==> src/rtl/pac_flash_saver.sv <==
// Copies the PAC SRAM image from SD-RAM to flash: erase each 4KB sector, then fill, program and poll each 256B page.
// Latency is set by the RAM/flash handshakes; RAM_OE and FLASH_REQ are held until acknowledged, and RD pulses pace program data.
module pac_flash_saver #(
    parameter logic [23:0] RAM_BASE   = 24'h77_E000,
    parameter logic [23:0] FLASH_BASE = 24'h1F_0000,
    parameter int          SAVE_SIZE  = 8192,
    parameter logic [19:0] POLL_LIMIT = 20'hF_FFFF
) (
    input  logic        CLK,
    input  logic        RESET_n,
    input  logic        START,
    output logic        BUSY,
    output logic        DONE,
    output logic        ERROR,
    output logic [23:0] RAM_ADDR,
    output logic        RAM_OE,
    input  logic        RAM_ACK,
    input  logic [7:0]  RAM_RDATA,
    output logic        FLASH_REQ,
    output logic [1:0]  FLASH_OP,
    output logic [23:0] FLASH_ADDR,
    input  logic        FLASH_ACK,
    input  logic [7:0]  FLASH_RDATA,
    input  logic        FLASH_WDATA_RD,
    output logic [7:0]  FLASH_WDATA
);

    localparam logic [6:0] NUM_PAGES = 7'(SAVE_SIZE / 256);

    typedef enum logic [2:0] {
        S_IDLE, S_ERASE, S_EPOLL, S_FILL, S_PROG, S_PPOLL, S_FIN, S_ERR
    } state_t;

    state_t      state_q, state_d;
    logic [3:0]  sector_q, sector_d;
    logic [5:0]  page_q, page_d;
    logic [7:0]  idx_q, idx_d;
    logic [7:0]  wptr_q, wptr_d;
    logic [19:0] poll_q, poll_d;
    logic        req_q, req_d;
    logic        oe_q, oe_d;
    logic        busy_q, busy_d;
    logic        done_q, done_d;
    logic        error_q, error_d;
    logic [7:0]  wdata_q;
    logic        buf_we;
    logic [6:0]  page_nxt;
    logic [7:0]  buf_mem [256];
    logic        unused_status;

    // Only the WIP bit of the status byte matters here.
    assign unused_status = ^FLASH_RDATA[7:1];
    assign page_nxt      = {1'b0, page_q} + 7'd1;

    always_ff @(posedge CLK or negedge RESET_n) begin
        if (!RESET_n) begin
            state_q  <= S_IDLE;
            sector_q <= '0;
            page_q   <= '0;
            idx_q    <= '0;
            wptr_q   <= '0;
            poll_q   <= '0;
            req_q    <= 1'b0;
            oe_q     <= 1'b0;
            busy_q   <= 1'b0;
            done_q   <= 1'b0;
            error_q  <= 1'b0;
            wdata_q  <= '0;
        end else begin
            state_q  <= state_d;
            sector_q <= sector_d;
            page_q   <= page_d;
            idx_q    <= idx_d;
            wptr_q   <= wptr_d;
            poll_q   <= poll_d;
            req_q    <= req_d;
            oe_q     <= oe_d;
            busy_q   <= busy_d;
            done_q   <= done_d;
            error_q  <= error_d;
            if (state_d == S_PROG)
                wdata_q <= buf_mem[wptr_d];
        end
    end

    always_ff @(posedge CLK) begin
        if (buf_we)
            buf_mem[idx_q] <= RAM_RDATA;
    end

    always_comb begin
        state_d  = state_q;
        sector_d = sector_q;
        page_d   = page_q;
        idx_d    = idx_q;
        wptr_d   = wptr_q;
        poll_d   = poll_q;
        req_d    = req_q;
        oe_d     = oe_q;
        busy_d   = busy_q;
        done_d   = 1'b0;
        error_d  = error_q;
        buf_we   = 1'b0;
        case (state_q)
            S_IDLE: begin
                if (START) begin
                    sector_d = '0;
                    page_d   = '0;
                    error_d  = 1'b0;
                    busy_d   = 1'b1;
                    state_d  = S_ERASE;
                end
            end
            S_ERASE, S_PROG: begin
                if (state_q == S_PROG && FLASH_WDATA_RD)
                    wptr_d = wptr_q + 8'd1;
                // Requests are raised only from a REQ=0 cycle, which guarantees the idle gap.
                if (!req_q) begin
                    req_d = 1'b1;
                end else if (FLASH_ACK) begin
                    req_d   = 1'b0;
                    poll_d  = '0;
                    state_d = (state_q == S_ERASE) ? S_EPOLL : S_PPOLL;
                end
            end
            S_EPOLL, S_PPOLL: begin
                if (!req_q) begin
                    req_d = 1'b1;
                end else if (FLASH_ACK) begin
                    req_d = 1'b0;
                    if (FLASH_RDATA[0]) begin
                        if (poll_q == POLL_LIMIT)
                            state_d = S_ERR;
                        else
                            poll_d = poll_q + 20'd1;
                    end else if (state_q == S_EPOLL) begin
                        idx_d   = '0;
                        state_d = S_FILL;
                    end else begin
                        page_d = page_nxt[5:0];
                        if (page_nxt == NUM_PAGES) begin
                            state_d = S_FIN;
                        end else if (page_nxt[3:0] == 4'd0) begin
                            sector_d = sector_q + 4'd1;
                            state_d  = S_ERASE;
                        end else begin
                            idx_d   = '0;
                            state_d = S_FILL;
                        end
                    end
                end
            end
            S_FILL: begin
                if (!oe_q) begin
                    oe_d = 1'b1;
                end else if (RAM_ACK) begin
                    buf_we = 1'b1;
                    oe_d   = 1'b0;
                    idx_d  = idx_q + 8'd1;
                    if (idx_q == 8'hFF) begin
                        wptr_d  = '0;
                        state_d = S_PROG;
                    end
                end
            end
            S_FIN: begin
                done_d  = 1'b1;
                busy_d  = 1'b0;
                state_d = S_IDLE;
            end
            S_ERR: begin
                error_d = 1'b1;
                busy_d  = 1'b0;
                state_d = S_IDLE;
            end
            default: state_d = S_IDLE;
        endcase
    end

    always_comb begin
        FLASH_OP   = 2'd0;
        FLASH_ADDR = '0;
        if (req_q) begin
            case (state_q)
                S_ERASE: FLASH_OP = 2'd1;
                S_PROG:  FLASH_OP = 2'd2;
                default: FLASH_OP = 2'd3;
            endcase
            if (state_q == S_ERASE || state_q == S_EPOLL)
                FLASH_ADDR = FLASH_BASE + {8'd0, sector_q, 12'd0};
            else
                FLASH_ADDR = FLASH_BASE + {10'd0, page_q, 8'd0};
        end
    end

    assign RAM_ADDR    = oe_q ? (RAM_BASE + {10'd0, page_q, idx_q}) : 24'd0;
    assign RAM_OE      = oe_q;
    assign FLASH_REQ   = req_q;
    assign FLASH_WDATA = wdata_q;
    assign BUSY        = busy_q;
    assign DONE        = done_q;
    assign ERROR       = error_q;

endmodule

==> config.mk <==
export PLATFORM = sky130hd
export DESIGN_NAME = pac_flash_saver
export DESIGN_NICKNAME = d
export VERILOG_FILES = /design/src/rtl/pac_flash_saver.sv
export SDC_FILE = /design/constraint.sdc
export NUM_CORES = 2
export LEC_CHECK = 0
export ABC_AREA = 1
export CORE_AREA = 2 2 359 539
export CTS_BUF_LIST = sky130_fd_sc_hd__clkbuf_8 sky130_fd_sc_hd__clkbuf_16
export DETAILED_ROUTE_END_ITERATION = 8
export DIE_AREA = 0 0 361 541
export SLEW_MARGIN = 20
export SYNTH_ARGS = -nofsm -noshare
export SYNTH_HDL_FRONTEND = slang
export SYNTH_SLANG_ARGS = --single-unit
==> constraint.sdc <==
create_clock -name CLK -period 3.1 [get_ports CLK]
set_input_delay 0.465 -clock CLK [delete_from_list [all_inputs] [get_ports CLK]]
set_output_delay 0.465 -clock CLK [all_outputs]
set_load 0.02 [all_outputs]
==> impl_metrics.py <==
metrics = {
    "die": {
        "die_area_um2": 195300,
        "pin_count": 85,
        "die_x_um": 361,
        "die_y_um": 541,
        "start_util_pct": 45.74,
        "rows": 197,
        "core_um2": 191000,
    },
    "placement": {
        "dp_hpwl_um": 164300,
        "dpl.cell_count": 10150,
        "io_buffers": 65,
        "globalplace.congestion": 0.9255,
    },
    "cells_and_area": {
        "multi_input_area_um2": 23140,
        "layout-drive-gt1-share_pct": 17.84,
        "fin_cells": 10680,
        "seq_area_um2": 63050,
        "num-fill-cells": 15270,
        "area_delta_synth_final_pct": 22.83,
        "fin_nets": 8066,
    },
    "power_and_ir_drop": {
        "p_sw_mw": 32.07,
        "p_leak_nw": 39.00,
        "power.share.sequential_pct": 35.6,
        "pwr-share-comb_pct": 37.4,
        "ir_drop_mv": 0.5674,
        "clock_power_share_pct": 27.0,
        "switching_share_pct": 36.09,
        "power_density_nw_per_um2": 827.8,
        "power.internal_mw": 56.77,
    },
    "clocking": {
        "htree_levels": 4,
        "cts_buffers": 200,
        "clk_transition_reported_paths_ns": 0.07,
        "clock_latency_ns": 0.87,
        "cts_tree": "yes",
        "cts.sinks": 2110,
        "clockBufferDepth": 4,
        "cts_root_buffer": "clkbuf_16",
    },
    "synth": {
        "seq_area_frac_synth_pct": 72.16,
        "ys_seq_elements": 2110,
        "synthAdderAreaFrac_pct": 0.1289,
        "synth.avg_cell_area_um2": 11.68,
        "netlist.area_leader.share_pct": 70.39,
        "synth_area_leaders": "edfxtp_1 (70%), nand3_1 (15%), nand2_1 (7.1%), dfrtp_1 (1.8%), buf_2 (1.7%)",
        "synth_cell_types": 44,
        "synth_edf_count": 2048,
        "yosys.area_share.simple_pct": 23.58,
        "yosys-mux-area-fraction_pct": 0,
        "netlist_instances": 7479,
        "syn-cell-area_um2": 87370,
        "synth_xor_area_share_pct": 0.03007,
        "synth_top_family_by_area": "simple AND/OR/NAND/NOR gates",
        "synth_top_flop_cell": "edfxtp_1",
        "synth-compound-area-share_pct": 0.5384,
        "async_reset_ff_share_pct": 2.938,
        "yosysWarnings": 0,
        "synth_top_area_cell": "edfxtp_1",
    },
    "sta": {
        "worst_slack_ns": -0.02227,
        "worstMarginPinSlew_ns": 0.9886,
        "slew_viol_final": 0,
        "slew_headroom_pct": 34.09,
        "holdWs_ns": 0.09953,
        "setup_viol": 1,
        "skew_ns": 0.04810,
        "post-route-period-util_pct": 100.7,
        "period_needed_ns": 3.122,
        "fmaxAchievable_mhz": 320.3,
        "hold_viol": 0,
        "rsz0062_at_grt": "yes",
    },
    "critical_path": {
        "worstPathArrival_ns": 3.86,
        "crit_path_start_kind": "flip-flop",
        "path_class": "reg -> reg",
        "crit_required_ns": 3.84,
        "path_max_fanout": 16,
        "worst_setup_path_end_kind": "flip-flop",
    },
    "min_path": {
        "hold_class": "in -> reg",
    },
    "route": {
        "wl_um": 291200,
        "drtIter0Drc": 8105,
        "drc": 0,
        "wl_per_cell_um": 27.26,
        "drt_pass1_iterations": 6,
        "postRouteAntennaNets": 0,
        "vias": 64070,
        "drt-vias-per-instance": 5.998,
    },
    "global_routing": {
        "overflow": 0,
        "grt_start_max_net_pins": 95,
        "track_usage_pct": 28.16,
        "grt_pass1_wl_um": 406600,
        "grt_pass1_vias": 61310,
        "antenna_found_initial": 3,
    },
    "status": {
        "outcome": "complete, but fails checks",
        "violations": "setup timing",
    },
    "job": {
        "drv_cap": 0,
    },
}
-- placed cells by master (no fill, tap or decap), types with 12 or more instances in the layout --
| cell type | netlist | routed |
|---|---|---|
| dfrtp_1 | 62 | 61 |
| clkinv_2 | 0 | 35 |
| nand3_2 | 1 | 256 |
| a21oi_1 | 30 | 30 |
| bufbuf_16 | 0 | 26 |
| buf_8 | 0 | 17 |
| clkbuf_16 | 0 | 243 |
| clkdlybuf4s50_1 | 0 | 48 |
| buf_4 | 50 | 550 |
| nor2_1 | 308 | 302 |
| clkinv_1 | 1 | 50 |
| conb_1 | 1 | 12 |
| o21ai_0 | 35 | 33 |
| buf_16 | 0 | 70 |
| edfxtp_1 | 2048 | 2048 |
| bufinv_16 | 0 | 18 |
| nor3_1 | 15 | 15 |
| buf_12 | 0 | 106 |
| inv_1 | 98 | 130 |
| nand2_1 | 1663 | 1650 |
| buf_6 | 4 | 41 |
| nand3_4 | 0 | 38 |
| nand3_1 | 2594 | 2301 |
-- critical path, cell delays in order (launching register included) --
cell	delay (ns)
dfrtp_1	0.43
nor2_4	0.07
buf_4	0.15
nand3_2	0.09
inv_2	0.04
or2_4	0.28
buf_6	0.15
buf_12	0.15
buf_16	0.17
buf_4	0.17
clkbuf_16	0.18
nand3_1	0.09
nand3_1	0.16
nand3_1	0.16
nand3_1	0.10
nand3_2	0.12
nand3_4	0.11
nand3_4	0.10
nand3_1	0.08
nand3_1	0.09
nand2_1	0.05
-- synthesized netlist by cell type, types with 4 or more instances --
library cell,n
nand3_1,2594
edfxtp_1,2048
nand2_1,1663
nor2_1,308
buf_2,296
clkbuf_1,164
inv_1,98
dfrtp_1,62
buf_4,50
buf_1,48
o21ai_0,35
a21oi_1,30
nor3_1,15
ha_1,9
nand4_1,9
inv_2,6
buf_6,4
-- layout make-up --
type / instances / area share, %
Clock buffer: 207 / 4.806
Clock inverter: 151 / 1.060
Antenna cell: 4 / 0.009327
Sequential cell: 2110 / 58.75
Timing Repair inverter: 1 / 0.008161
Tap cell: 2487 / 2.899
Multi-Input combinational cell: 4711 / 21.56
Timing Repair Buffer: 906 / 10.49
Inverter: 105 / 0.4115
-- layer usage --
| layer | GRT usage, % | vias up | wire length [um] |
|---|---|---|---|
| met5 | 0 | - | 13 |
| met1 | 33.45 | 31720 | 103700 |
| met4 | 17.00 | 2 | 20280 |
| met2 | 48.78 | 3375 | 145600 |
| met3 | 3.673 | 900 | 21640 |
| li1 | - | 28070 | - |
-- worst paths after layout --
path | startpoint | endpoint | slack, ns | cells after the start
setup / recovery | state_q[1] | FLASH_WDATA[3] | -0.02 | 20
hold / removal | RAM_RDATA[7] | buf_mem[176][7] | 0.1 | 1
setup reg to reg | state_q[1] | FLASH_WDATA[3] | -0.02 | 20
hold reg to reg | BUSY | BUSY | 0.48 | 2
max in group asynchronous | RESET_n | FLASH_WDATA[6] | 2.08 | 2
min in group asynchronous | RESET_n | RAM_OE | 0.32 | 2
-- power groups by stage --
stage | registers [mW] | clock network (mW) | logic (mW)
global route | 31.6 | 25.1 | 34.5
detailed placement | 32.2 | 0 | 24.9
finish | 31.6 | 24.0 | 33.2
global placement | 32.2 | 0 | 24.7
floorplan | 32.3 | 0 | 13.8
CTS | 31.6 | 24.2 | 29.5
-- cells by family (layout without fill, tap and decap cells) --
kind of cell,count (synthesis),after routing
compound gates,85,85
xor+xnor,3,3
fa+ha+maj,9,9
buf+inv,669,1370
flops,2110,2110
other cells,1,16
simple gates,4602,4602
-- state kept, by name, summed over array words and instances, names as in the netlist, 3 cells and up --
register,cells
FLASH_WDATA,8
page_q,6
buf_mem,2048
idx_q,8
poll_q,20
sector_q,4
state_q,3
wptr_q,8
-- through the flow --
stage | TNS (ns) | utilization [%] | total power [mW] | area [um^2] | setup WS, ns
finish | -0.02227 | 56.18 | 88.84 | 107300 | -0.02227
global route | -0.6612 | 56.18 | 91.27 | 107300 | -0.1006
CTS | -0.05140 | 54.79 | 85.24 | 104700 | -0.04931
detailed placement | -6.538 | 49.83 | 57.08 | 95180 | -0.8761
global placement | -6.857 | 49.83 | 56.95 | 95180 | -0.9452
floorplan | 0 | - | 46.08 | 87410 | 0.4178
-- repair_timing --
item	in CTS	in global routing
endpoints found under the hold margin	75	0
cloned	48	47
endpoints found under the setup margin	16	9
gates resized for setup	241	296
hold buffers	2	0
buffers inserted	54	25
pin swaps	18	69
No activity file was read; power rests on OpenSTA's default activity.
